`src/rtl/multiboot_request_ctrl_if.sv`:
```
// rtl/multiboot_request_ctrl_if.sv - ZXUNO register port and sequencer handshake bundle
interface multiboot_request_ctrl_if;
    logic [7:0]  zxuno_addr;
    logic        regaddr_changed;
    logic        zxuno_regrd;
    logic        zxuno_regwr;
    logic [7:0]  din;
    logic [7:0]  dout;
    logic        oe;
    logic [23:0] boot_addr;
    logic        reboot_req;
    logic        reboot_ack;
    logic        busy;

    modport master (
        output zxuno_addr, regaddr_changed, zxuno_regrd, zxuno_regwr, din, reboot_ack,
        input  dout, oe, boot_addr, reboot_req, busy
    );

    modport slave (
        input  zxuno_addr, regaddr_changed, zxuno_regrd, zxuno_regwr, din, reboot_ack,
        output dout, oe, boot_addr, reboot_req, busy
    );
endinterface

```
`src/rtl/multiboot_request_ctrl.sv`:
```
// rtl/multiboot_request_ctrl.sv - multiboot address/command registers and level reboot request
module multiboot_request_ctrl #(
    parameter logic [7:0]  ADDR_COREADDR  = 8'hFC,
    parameter logic [7:0]  ADDR_COREBOOT  = 8'hFD,
    parameter logic [23:0] GOLDEN_CORE    = 24'h058000,
    parameter logic [15:0] HOLDOFF_CYCLES = 16'd1024,
    parameter logic [15:0] ACK_TIMEOUT    = 16'd4096
) (
    input  logic                     clk,
    input  logic                     rst,
    multiboot_request_ctrl_if.slave  bus
);
    typedef enum logic [1:0] {IDLE, HOLDOFF, REQ, DONE} state_t;

    localparam logic [15:0] HOLD_LAST = (HOLDOFF_CYCLES == 16'd0) ? 16'd0 : HOLDOFF_CYCLES - 16'd1;
    localparam logic [15:0] ACK_LAST  = (ACK_TIMEOUT == 16'd0) ? 16'd0 : ACK_TIMEOUT - 16'd1;

    state_t      state, state_next;
    logic [15:0] counter;
    logic [23:0] spi_addr;
    logic [1:0]  wr_cnt;
    logic [1:0]  rd_chunk;
    logic        error;
    logic        busy_int;
    logic        addr_valid;

    logic sel_addr, sel_boot;
    logic addr_wr_lvl, addr_rd_lvl, boot_wr_lvl, boot_rd_lvl;
    logic addr_wr_d, addr_rd_d, boot_wr_d, boot_rd_d;
    logic addr_wr, addr_rd, boot_wr, boot_rd;
    logic boot_cmd, boot_cancel;

    assign sel_addr    = (bus.zxuno_addr == ADDR_COREADDR);
    assign sel_boot    = (bus.zxuno_addr == ADDR_COREBOOT);
    assign addr_wr_lvl = sel_addr && bus.zxuno_regwr;
    assign addr_rd_lvl = sel_addr && bus.zxuno_regrd;
    assign boot_wr_lvl = sel_boot && bus.zxuno_regwr;
    assign boot_rd_lvl = sel_boot && bus.zxuno_regrd;

    // Strobes are multi-cycle levels; act only on the first matching cycle.
    assign addr_wr = addr_wr_lvl && !addr_wr_d;
    assign addr_rd = addr_rd_lvl && !addr_rd_d;
    assign boot_wr = boot_wr_lvl && !boot_wr_d;
    assign boot_rd = boot_rd_lvl && !boot_rd_d;

    assign boot_cmd    = boot_wr && bus.din[0];
    assign boot_cancel = boot_wr && !bus.din[0];
    assign addr_valid  = (wr_cnt == 2'd3);
    assign busy_int    = (state == HOLDOFF) || (state == REQ);

    assign bus.oe         = (sel_addr || sel_boot) && bus.zxuno_regrd;
    assign bus.busy       = busy_int;
    assign bus.reboot_req = (state == REQ) || (state == DONE);

    always_comb begin
        state_next = state;
        case (state)
            IDLE:    if (boot_cmd) state_next = HOLDOFF;
            HOLDOFF: begin
                if (boot_cancel)               state_next = IDLE;
                else if (counter == HOLD_LAST) state_next = REQ;
            end
            REQ: begin
                if (bus.reboot_ack)           state_next = DONE;
                else if (counter == ACK_LAST) state_next = IDLE;
            end
            default: state_next = DONE;
        endcase
    end

    always_ff @(posedge clk or posedge rst) begin
        if (rst) begin
            state         <= IDLE;
            counter       <= 16'd0;
            bus.boot_addr <= GOLDEN_CORE;
            error         <= 1'b0;
        end else begin
            state <= state_next;
            if (state_next != state)
                counter <= 16'd0;
            else if (busy_int)
                counter <= counter + 16'd1;
            if (state == IDLE && boot_cmd) begin
                bus.boot_addr <= addr_valid ? spi_addr : GOLDEN_CORE;
                error         <= 1'b0;
            end else if (state == REQ && state_next == IDLE) begin
                error <= 1'b1;
            end
        end
    end

    always_ff @(posedge clk or posedge rst) begin
        if (rst) begin
            spi_addr  <= GOLDEN_CORE;
            wr_cnt    <= 2'd0;
            rd_chunk  <= 2'd0;
            bus.dout  <= 8'h00;
            addr_wr_d <= 1'b0;
            addr_rd_d <= 1'b0;
            boot_wr_d <= 1'b0;
            boot_rd_d <= 1'b0;
        end else begin
            addr_wr_d <= addr_wr_lvl;
            addr_rd_d <= addr_rd_lvl;
            boot_wr_d <= boot_wr_lvl;
            boot_rd_d <= boot_rd_lvl;
            if (addr_wr) begin
                spi_addr <= {spi_addr[15:0], bus.din};
                if (wr_cnt != 2'd3) wr_cnt <= wr_cnt + 2'd1;
            end
            if (addr_rd) begin
                case (rd_chunk)
                    2'd0:    bus.dout <= spi_addr[23:16];
                    2'd1:    bus.dout <= spi_addr[15:8];
                    default: bus.dout <= spi_addr[7:0];
                endcase
                rd_chunk <= (rd_chunk >= 2'd2) ? 2'd0 : rd_chunk + 2'd1;
            end
            if (boot_rd)
                bus.dout <= {5'b0, error, busy_int, addr_valid};
            // Reselecting COREADDR restarts both byte sequences but keeps the address.
            if (bus.regaddr_changed && sel_addr) begin
                wr_cnt   <= 2'd0;
                rd_chunk <= 2'd0;
            end
        end
    end
endmodule

```
`src/flat_wrapper.sv`:
```
// flat-port wrapper written by rule: the top's interface ports become plain ports
module multiboot_request_ctrl_flat 
#(
    parameter logic [7:0]  ADDR_COREADDR  = 8'hFC,
    parameter logic [7:0]  ADDR_COREBOOT  = 8'hFD,
    parameter logic [23:0] GOLDEN_CORE    = 24'h058000,
    parameter logic [15:0] HOLDOFF_CYCLES = 16'd1024,
    parameter logic [15:0] ACK_TIMEOUT    = 16'd4096
)
  (clk, rst, bus_zxuno_addr, bus_regaddr_changed, bus_zxuno_regrd, bus_zxuno_regwr, bus_din, bus_reboot_ack, bus_dout, bus_oe, bus_boot_addr, bus_reboot_req, bus_busy);
  multiboot_request_ctrl_if bus_i ();
  input  logic clk;
  input  logic rst;
  input wire logic [$bits(bus_i.zxuno_addr)-1:0] bus_zxuno_addr;
  input wire logic [$bits(bus_i.regaddr_changed)-1:0] bus_regaddr_changed;
  input wire logic [$bits(bus_i.zxuno_regrd)-1:0] bus_zxuno_regrd;
  input wire logic [$bits(bus_i.zxuno_regwr)-1:0] bus_zxuno_regwr;
  input wire logic [$bits(bus_i.din)-1:0] bus_din;
  input wire logic [$bits(bus_i.reboot_ack)-1:0] bus_reboot_ack;
  output wire logic [$bits(bus_i.dout)-1:0] bus_dout;
  output wire logic [$bits(bus_i.oe)-1:0] bus_oe;
  output wire logic [$bits(bus_i.boot_addr)-1:0] bus_boot_addr;
  output wire logic [$bits(bus_i.reboot_req)-1:0] bus_reboot_req;
  output wire logic [$bits(bus_i.busy)-1:0] bus_busy;
  assign bus_i.zxuno_addr = bus_zxuno_addr;
  assign bus_i.regaddr_changed = bus_regaddr_changed;
  assign bus_i.zxuno_regrd = bus_zxuno_regrd;
  assign bus_i.zxuno_regwr = bus_zxuno_regwr;
  assign bus_i.din = bus_din;
  assign bus_i.reboot_ack = bus_reboot_ack;
  assign bus_dout = bus_i.dout;
  assign bus_oe = bus_i.oe;
  assign bus_boot_addr = bus_i.boot_addr;
  assign bus_reboot_req = bus_i.reboot_req;
  assign bus_busy = bus_i.busy;
  multiboot_request_ctrl #(.ADDR_COREADDR(ADDR_COREADDR), .ADDR_COREBOOT(ADDR_COREBOOT), .GOLDEN_CORE(GOLDEN_CORE), .HOLDOFF_CYCLES(HOLDOFF_CYCLES), .ACK_TIMEOUT(ACK_TIMEOUT)) u_core (.clk(clk), .rst(rst), .bus(bus_i));
endmodule
```
`config.mk`:
```
export PLATFORM = sky130hd
export DESIGN_NAME = multiboot_request_ctrl_flat
export DESIGN_NICKNAME = d
export VERILOG_FILES = /design/src/rtl/multiboot_request_ctrl_if.sv /design/src/rtl/multiboot_request_ctrl.sv /design/src/flat_wrapper.sv
export SDC_FILE = /design/constraint.sdc
export NUM_CORES = 1
export LEC_CHECK = 0
export CAP_MARGIN = 10
export CORE_MARGIN = 3
export CORE_UTILIZATION = 60
export CTS_BUF_LIST = sky130_fd_sc_hd__clkbuf_4 sky130_fd_sc_hd__clkbuf_8
export DETAILED_ROUTE_END_ITERATION = 16
export GPL_ROUTABILITY_DRIVEN = 0
export PLACE_DENSITY_LB_ADDON = 0.2
export SYNTH_ARGS = -nofsm -noshare
export SYNTH_HDL_FRONTEND = slang
export SYNTH_SLANG_ARGS = --single-unit
```
`constraint.sdc`:
```
create_clock -name clk -period 4.1 [get_ports clk]
set_clock_uncertainty 0.1 [all_clocks]
set_input_delay 0.82 -clock clk [delete_from_list [all_inputs] [get_ports clk]]
set_output_delay 0.82 -clock clk [all_outputs]
set_load 0.01 [all_outputs]
```
* Word level (Yosys, flattened, before mapping)
Cells that the tools add are included.
Widths: inputs -> output; s select.
** Storage, ports and cells
- Memories kept :: 0
- Bits in read-only memories :: 0
- Bits in registers :: 83
- RAM bits :: 0
- Latch bits :: 0
- Bits of input ports :: 22
- Output and inout bits :: 35
** Operators by class
- Add/sub/neg operators :: 3
- Divide/modulo/power cells :: 0
- Bitwise logic cells :: 0
- $lt $le $gt $ge :: 1
- Shifts and indexed selects :: 0
- Reductions and logical operators :: 32
- Mux-type cells :: 20
- Eq/ne operators :: 11
- $mul :: 0
** Operator list (count)
- $mux 16 :: 2
- $mux 24 :: 1
- $mux 2 :: 11
- $add 16x1->16 const B :: 1
- $eq 16x10->1 const B :: 1
- $eq 16x12->1 const B :: 1
- $eq 8x8->1 const B :: 2
- $mux 8 :: 2
- $pmux 8 s2 :: 1
- $logic_and 1x1->1 :: 14
- $reduce_bool 2->1 :: 6
- $eq 2x2->1 const B :: 3
- $logic_not 2->1 :: 3
- $pmux 2 s3 :: 1
- $logic_not 1->1 :: 5
- $add 2x1->2 const B :: 2
- $eq 2x1->1 const B :: 2
- $logic_or 1x1->1 :: 3
- $ge 2x2->1 const B :: 1
- $mux 1 :: 2
- $ne 2x2->1 :: 1
- $ne 2x2->1 const B :: 1
- $reduce_and 2->1 :: 1

* Logic depth before layout (Yosys ltp)
Gate-level depths: netlist of run 1.
- Depth in word-level cells :: 10
- Mapped depth :: 9

* Worst setup path after synthesis of run 1
No wires, ideal clock.
- Kind :: input port to flip-flop
- Start :: in bus_zxuno_addr[1]
- End :: reg u_core.counter[1]
- Arrival time :: 2.358 ns
- Setup time :: 0.127 ns
- Cell stages on the path :: 6
- Required time :: 3.873 ns
- Path slack :: 1.515 ns
- Path buffers :: 2
- Cells stage by stage :: nand3b_1 > or4_1 > buf_2 > a21oi_1 > buf_2 > nor4_2
** On the way
- Word-level cells in the longest chain between the ends :: 8
** RTL lines
- from (decl) :: line flat_wrapper.sv:14 : input wire logic [$bits(bus_i.zxuno_addr)-1:0] bus_zxuno_addr;
- $eq 8x8->1 * :: line multiboot_request_ctrl.sv:34 : assign sel_boot = (bus.zxuno_addr == ADDR_COREBOOT);
- $logic_and 1x1->1 * :: line multiboot_request_ctrl.sv:37 : assign boot_wr_lvl = sel_boot && bus.zxuno_regwr;
- $logic_and 1x1->1 * :: line multiboot_request_ctrl.sv:43 : assign boot_wr = boot_wr_lvl && !boot_wr_d;
- $logic_and 1x1->1, on equally long branches :: line multiboot_request_ctrl.sv:47, multiboot_request_ctrl.sv:46
- $mux 2, on equally long branches :: line multiboot_request_ctrl.sv:60, multiboot_request_ctrl.sv:58
- $pmux 2 s3 * :: line multiboot_request_ctrl.sv:57 : case (state)
- $ne 2x2->1 * :: line multiboot_request_ctrl.sv:79 : if (state_next != state)
- $mux 16 or $reduce_bool 2->1 (tied branches)
- to (signal assigned) :: line multiboot_request_ctrl.sv:82 : counter <= counter + 16'd1;
- to (decl) :: line multiboot_request_ctrl.sv:19 : logic [15:0] counter;
Mark *: on every way between the ends. The rest lies on a longest branch, timed or not.
A chain may end at the register's enable or synchronous reset.

* Final worst setup path of run 1
- Start :: in bus_zxuno_addr[1]
- End :: out bus_oe
** On the way
- Word-level cells in the longest chain between the ends :: 3
** RTL lines
- $eq 8x8->1, on equally long branches :: line multiboot_request_ctrl.sv:33, multiboot_request_ctrl.sv:34
- $logic_or 1x1->1 * :: line multiboot_request_ctrl.sv:51 : assign bus.oe = (sel_addr || sel_boot) && bus.zxuno_regrd;
- $logic_and 1x1->1 * :: line multiboot_request_ctrl.sv:51
- to (decl) :: line flat_wrapper.sv:21 : output wire logic [$bits(bus_i.oe)-1:0] bus_oe;
Marked as above.

==> flow_metrics.env, run 1 <==
export IMPL_outcome="completed"
export IMPL_synth_most_common_cell="dfrtp_1"
export IMPL_syn_cell_area_sq_mm=0.00391
export IMPL_post_cts_resized=0
export IMPL_endpoint_kind="primary output"
export IMPL_wl_met1_microns=3750
export IMPL_cts_sinks=83
export IMPL_cp_cell_sequence="clkdlybuf4s50_1 -> nand3b_1 -> nor2_1 -> nand2_1 -> inv_1 -> clkdlybuf4s50_1"
export IMPL_synth_avg_cell_area_sq_um=11.0
export IMPL_dieArea_sq_mm=0.00752
export IMPL_stdcell_count=488
export IMPL_core_sq_mm=0.00613
export IMPL_grt_ovfl_total=0
export IMPL_die_y_microns=86.7
export IMPL_vias_per_cell=5.93
export IMPL_cts_tree="built"
export IMPL_synth_edf_count=0
export IMPL_relSlewSlack_pct=41.4
export IMPL_worst_slew_pin_transition_ns=0.879
export IMPL_synth_seq_cells=83
export IMPL_track_usage_pct=23.6
export IMPL_fin_util_pct=77.2
export IMPL_antenna_cells=0
export IMPL_maxCapViolations=0
export IMPL_post_route_period_util_pct=81.1
export IMPL_firstDrtPassIters=5
export IMPL_critPathMaxFanout=5
export IMPL_drcViolationCount=0
export IMPL_leakagePower_nw=2.05
export IMPL_grt_pass1_wl_microns=13900
export IMPL_finalSetupViolations=0
export IMPL_dp_hpwl_microns=5650
export IMPL_hold_viol=0
export IMPL_fin_crit_ns=3.33
export IMPL_p_sw_w=0.000418
export IMPL_syn_nets=383
export IMPL_crit_top_cell="clkdlybuf4s50_1"
export IMPL_synth_top_area_share_pct=49.3
export IMPL_clockBufferDepth=2
export IMPL_required_ns=3.18
export IMPL_p_int_w=0.00128
export IMPL_vdd_drop_max_mv=0.231
export IMPL_yosys_warnings=0
export IMPL_cp_arrival_ns=2.41
export IMPL_switching_share_pct=24.6
export IMPL_setup_tns_ns=0
export IMPL_clock_fmax_mhz=301
export IMPL_synthTopCellsByArea="dfrtp_1, mux2_2, nand2_1"
export IMPL_rows=28
export IMPL_pre_cts_ws_ns=0.766
export IMPL_hold_path_class="register to register"
export IMPL_drv_slew=0
export IMPL_io_pins=57
export IMPL_grt_max_degree=52
export IMPL_power_total_w=0.00170
export IMPL_syn2layout_area_growth_pct=21.1
export IMPL_nets=436
export IMPL_pwr_share_comb_pct=9.1
export IMPL_cts_buffers_inserted=9
export IMPL_clock_power_share_pct=38.2
export IMPL_totalWireLength_microns=8250
export IMPL_synth_top_area_cell="dfrtp_1"
export IMPL_synth_flop_cell="dfrtp_1"
export IMPL_pwr_share_seq_pct=52.7
export IMPL_met2WireLength_microns=3970
export IMPL_antenna_found_initial=0
export IMPL_routed_wl_met3_microns=435
export IMPL_synth_cell_type_count=46
export IMPL_drtIter0Drc=124
export IMPL_synth_seq_area_share_pct=53.3
export IMPL_drive_gt1_share_pct=18.2
export IMPL_start_util_pct=63.8
export IMPL_topRoutingLayerUsed="met4"
export IMPL_grt_pass1_vias=2987
export IMPL_syn_instance_count=355
export IMPL_port_buffers=56
export IMPL_num_vias=2894
export IMPL_htreeDepth=3
export IMPL_clkTransAtPathRegs_ns=0.09
export IMPL_p_per_area_mw_per_mm2=359
export IMPL_antenna_left=0
export IMPL_critPathLaunchType="primary input"
export IMPL_insertion_delay_ns=0.35
export IMPL_critical_path_class="primary input to primary output"
export IMPL_synthArstFlopShare_pct=100
export IMPL_cts_hold_buf=0
export IMPL_cpPeakStageDelay_ns=0.52
export IMPL_cts_root_buf="clkbuf_8"
export IMPL_netlist_top_cells_count="dfrtp_1, nand2_1, mux2_2"
export IMPL_die_w_microns=86.7
export IMPL_post_cts_buffers=0
export IMPL_avgRoutedWirePerCell_microns=16.9
export IMPL_rsz0062_at_grt="no"
export IMPL_slowest_stage="clkdlybuf4s50_1"
export IMPL_dpl_cell_count=472
export IMPL_worst_slack_ns=0.774
cell families (layout without fill, tap and decap cells):
kind of cell	count (synthesis)	after routing	synth area share, %
XOR/XNOR	16	16	3.58
adder cells (fa/ha/maj)	6	6	1.92
AO/OA/AOI/OAI	52	52	8.77
flip-flops	83	83	53.3
AND/OR/NAND/NOR	133	133	19.4
buffers and inverters	31	89	3.61
multiplexers	34	34	9.47
power by group through the flow:
stage / registers, W / logic, W / clock network [W]
finish: 0.000895 / 0.000155 / 0.000650
global route: 0.000898 / 0.000171 / 0.000698
CTS: 0.000893 / 0.000157 / 0.000659
detailed placement: 0.000909 / 0.000156 / 0
global placement: 0.000908 / 0.000150 / 0
floorplan: 0.000896 / 0.000107 / 0
per-stage QoR:
stage / hold WS, ns / cell area, sq um
floorplan: 0.349 / 3910
global placement: 0.350 / 4510
detailed placement: 0.350 / 4510
CTS: 0.364 / 4740
global route: 0.389 / 4740
finish: 0.360 / 4740
final timing paths:
| kind | from | endpoint | slack (ns) | depth (start not counted) |
|---|---|---|---|---|
| max in group asynchronous | rst | u_core.spi_addr[15] | 2.34 | 3 |
| max reg2reg | u_core.counter[13] | u_core.counter[10] | 1.61 | 5 |
| min | u_core.bus.boot_addr[18] | u_core.bus.boot_addr[18] | 0.36 | 2 |
| min reg2reg | u_core.bus.boot_addr[18] | u_core.bus.boot_addr[18] | 0.36 | 2 |
| max | bus_zxuno_addr[1] | bus_oe | 0.77 | 6 |
| min in group asynchronous | rst | u_core.bus.dout[7] | 0.74 | 2 |
placed cells by master (no fill, tap or decap), drive strengths merged, types with 2 or more instances in the layout:
cell and instances:
or3 2, bufinv 2, ha 6, nand4 8, o2bb2ai 5, and3 4, buf 6, inv 10
or2 2, nand3b 3, and2 3, mux2 24, clkinv 4, nand2 54, clkdlybuf4s50 56, xor2 6
or4 2, nor3 4, nor4 20, dfrtp 77, nor3b 4, dfstp 6, nor2 19, a221o 3
a21oi 15, mux2i 10, clkbuf 10, xnor2 10, nand4b 3, nand3 2, o21ai 21
worst max-delay path: cells and delay by family:
kind,cells,cell delay [ns]
buffers and inverters,3,0.97
and+or+nand+nor,3,0.60
layer usage:
metal / vias up / track usage [%]
li1: 1363 / -
met1: 1445 / 31.2
met4: 0 / 9.21
met3: 9 / 5.89
met5: - / 0
met2: 77 / 37.4
sequential cells by signal, indices dropped and copies added (netlist names), 2 cells and up:
signal and flops:
u_core.counter 16, u_core.state 2, u_core.rd_chunk 2, u_core.spi_addr 24
u_core.bus.dout 8, u_core.wr_cnt 2, u_core.bus.boot_addr 24
cell type report:
cell class,count,area (sq um)
sequential,83,2080
multi-input combinational,241,1690
fill,414,1400
timing repair buffer,62,606
clock buffer,10,131
tap,75,93.8
clock inverter,6,90.1
inverter,11,42.5
No activity file was read; power rests on OpenSTA's default activity.
==> run 2, diff against run 1 <==
--- a/config.mk
+++ b/config.mk
@@ -7,7 +7,7 @@
 export LEC_CHECK = 0
 export CAP_MARGIN = 10
 export CORE_MARGIN = 3
-export CORE_UTILIZATION = 60
+export CORE_UTILIZATION = 56
 export CTS_BUF_LIST = sky130_fd_sc_hd__clkbuf_4 sky130_fd_sc_hd__clkbuf_8
 export DETAILED_ROUTE_END_ITERATION = 16
 export GPL_ROUTABILITY_DRIVEN = 0
==> constraint.sdc (replaced) <==
create_clock -name clk -period 3.1 [get_ports clk]
set_clock_uncertainty 0.1 [all_clocks]
set_input_delay 0.62 -clock clk [delete_from_list [all_inputs] [get_ports clk]]
set_output_delay 0.62 -clock clk [all_outputs]
set_load 0.01 [all_outputs]
==> flow_metrics.env, run 2 (synthesized netlist as in run 1, its figures left out) <==
export IMPL_cts_hold_buf=0
export IMPL_final_common_cell="dfrtp_1"
export IMPL_p_per_area_mw_per_mm2=456
export IMPL_drcViolationCount=0
export IMPL_post_cts_resized=0
export IMPL_drtIter0Drc=173
export IMPL_htreeDepth=3
export IMPL_cts_root_buf="clkbuf_8"
export IMPL_insertion_delay_ns=0.35
export IMPL_crit_top_cell="clkdlybuf4s50_1"
export IMPL_power_total_w=0.00219
export IMPL_dieArea_sq_mm=0.00802
export IMPL_fin_area_sq_mm=0.00481
export IMPL_leakagePower_nw=2.06
export IMPL_nets=439
export IMPL_drive_gt1_share_pct=18.8
export IMPL_grt_pass1_wl_microns=13600
export IMPL_endpoint_kind="primary output"
export IMPL_post_cts_buffers=0
export IMPL_drv_slew=0
export IMPL_stdcell_count=509
export IMPL_antenna_found_initial=0
export IMPL_clockBufferDepth=2
export IMPL_critPathMaxFanout=5
export IMPL_rsz0062_at_grt="no"
export IMPL_post_route_period_util_pct=94.5
export IMPL_cp_top_family="buffers and inverters"
export IMPL_cpPeakStageDelay_ns=0.52
export IMPL_hold_viol=0
export IMPL_rows=29
export IMPL_critical_path_class="primary input to primary output"
export IMPL_hold_path_end="u_core.bus.boot_addr[18]"
export IMPL_required_ns=2.38
export IMPL_die_y_microns=89.6
export IMPL_layout_common_cells="dfrtp_1, clkdlybuf4s50_1, nand2_1"
export IMPL_syn2layout_area_growth_pct=22.9
export IMPL_cp_num_buf_inv=3
export IMPL_setup_tns_ns=0
export IMPL_grt_pass1_vias=2847
export IMPL_cts_buffers_inserted=9
export IMPL_worst_slew_pin_transition_ns=0.895
export IMPL_antenna_cells=0
export IMPL_num_vias=2870
export IMPL_cts_tree="built"
export IMPL_antenna_left=0
export IMPL_maxCapViolations=0
export IMPL_reg2regPathDepth=7
export IMPL_clock_fmax_mhz=341
export IMPL_relSlewSlack_pct=40.3
export IMPL_rrSetupSlack_ns=0.56
export IMPL_slowest_stage="clkdlybuf4s50_1"
export IMPL_fin_crit_ns=2.93
export IMPL_worstHoldStart="u_core.bus.boot_addr[18]"
export IMPL_hold_depth=2
export IMPL_firstDrtPassIters=4
export IMPL_totalWireLength_microns=8200
export IMPL_track_usage_pct=22.0
export IMPL_core_sq_mm=0.00657
export IMPL_cp_arrival_ns=2.21
export IMPL_io_pins=57
export IMPL_start_util_pct=59.6
export IMPL_cts_sinks=83
export IMPL_fillers=453
export IMPL_grt_max_degree=51
export IMPL_die_w_microns=89.6
export IMPL_finalSetupViolations=0
export IMPL_top_regs="u_core.bus.boot_addr x24, u_core.spi_addr x24, u_core.counter x16"
export IMPL_clkTransAtPathRegs_ns=0.09
export IMPL_dpl_cell_area_sq_mm=0.00460
export IMPL_vdd_drop_max_mv=0.305
export IMPL_r2r_start="u_core.state[1]"
export IMPL_grt_ovfl_total=0
export IMPL_reg2reg_to="u_core.counter[11]"
export IMPL_dp_hpwl_microns=5650
export IMPL_port_buffers=56
export IMPL_vias_per_cell=5.64
export IMPL_hold_path_class="register to register"
export IMPL_outcome="completed"
export IMPL_avgRoutedWirePerCell_microns=16.1
export IMPL_dpl_cell_count=493
export IMPL_cp_cell_sequence="clkdlybuf4s50_1 -> nand3b_1 -> nor2_1 -> nand2_1 -> inv_1 -> clkdlybuf4s50_1"
export IMPL_critPathLaunchType="primary input"
==> run 2: changes by cell type in the layout (fill, tap and decap cells not counted) <==
cell | previous run | this run
buf_12 | 0 | 3
inv_6 | 0 | 2
bufinv_16 | 2 | 1
clkbuf_4 | 1 | 0
clkbuf_8 | 9 | 10
clkinv_2 | 2 | 1
clkinv_4 | 2 | 1
clkinvlp_4 | 1 | 2
==> run 2: power breakdown <==
part / internal, W / switching [W] / total (W) / leakage [nW]
Combinational: 0.000107 / 0.0000973 / 0.000204 / 0.836
Sequential: 0.00113 / 0.0000555 / 0.00118 / 1.13
Clock: 0.000401 / 0.000406 / 0.000807 / 0.0995
Total: 0.00163 / 0.000558 / 0.00219 / 2.06
==> run 2: worst max-delay path by stage <==
stage | from | to | slack (ns) | cells after the start
after floorplan | rst | u_core.addr_rd_d | 0.25 | 1
after global placement | bus_zxuno_addr[6] | bus_oe | 0.22 | 6
after detailed placement | bus_zxuno_addr[1] | bus_oe | 0.16 | 6
after CTS | bus_zxuno_addr[1] | bus_oe | 0.16 | 6
after global routing | bus_zxuno_addr[1] | bus_oe | 0.01 | 6
final | bus_zxuno_addr[1] | bus_oe | 0.17 | 6
==> run 2: layout make-up <==
class / instances / area [sq um] / area share [%]
Clock buffer: 10 / 138 / 2.86
Timing Repair Buffer: 65 / 666 / 13.9
Clock inverter: 6 / 71.3 / 1.48
Multi-Input combinational cell: 241 / 1690 / 35.1
Inverter: 11 / 42.5 / 0.885
Tap cell: 93 / 116 / 2.42
Sequential cell: 83 / 2080 / 43.4
==> run 2: per-layer routing <==
metal	track usage, %	wire (microns)
met3	4.38	339
met1	30.4	3860
met2	35.2	3870
met4	7.31	122
met5	0	0
==> run 2: stage by stage <==
stage                     util (%)  setup slack (ns)  hold WS (ns)
after detailed placement      70.0             0.158         0.362
after CTS                     73.2             0.165         0.376
final                         73.2             0.170         0.371
after global routing          73.2            0.0110         0.394
after floorplan                  -             0.253         0.349
after global placement        70.0             0.216         0.351
==> run 2: tightest hold or removal path, delay by kind of cell, from the launching register on <==
kind	cells	cell delay (ns)
DFF	1	0.38
AOI/OAI and AO/OA	1	0.05
buffers and inverters	1	0.04
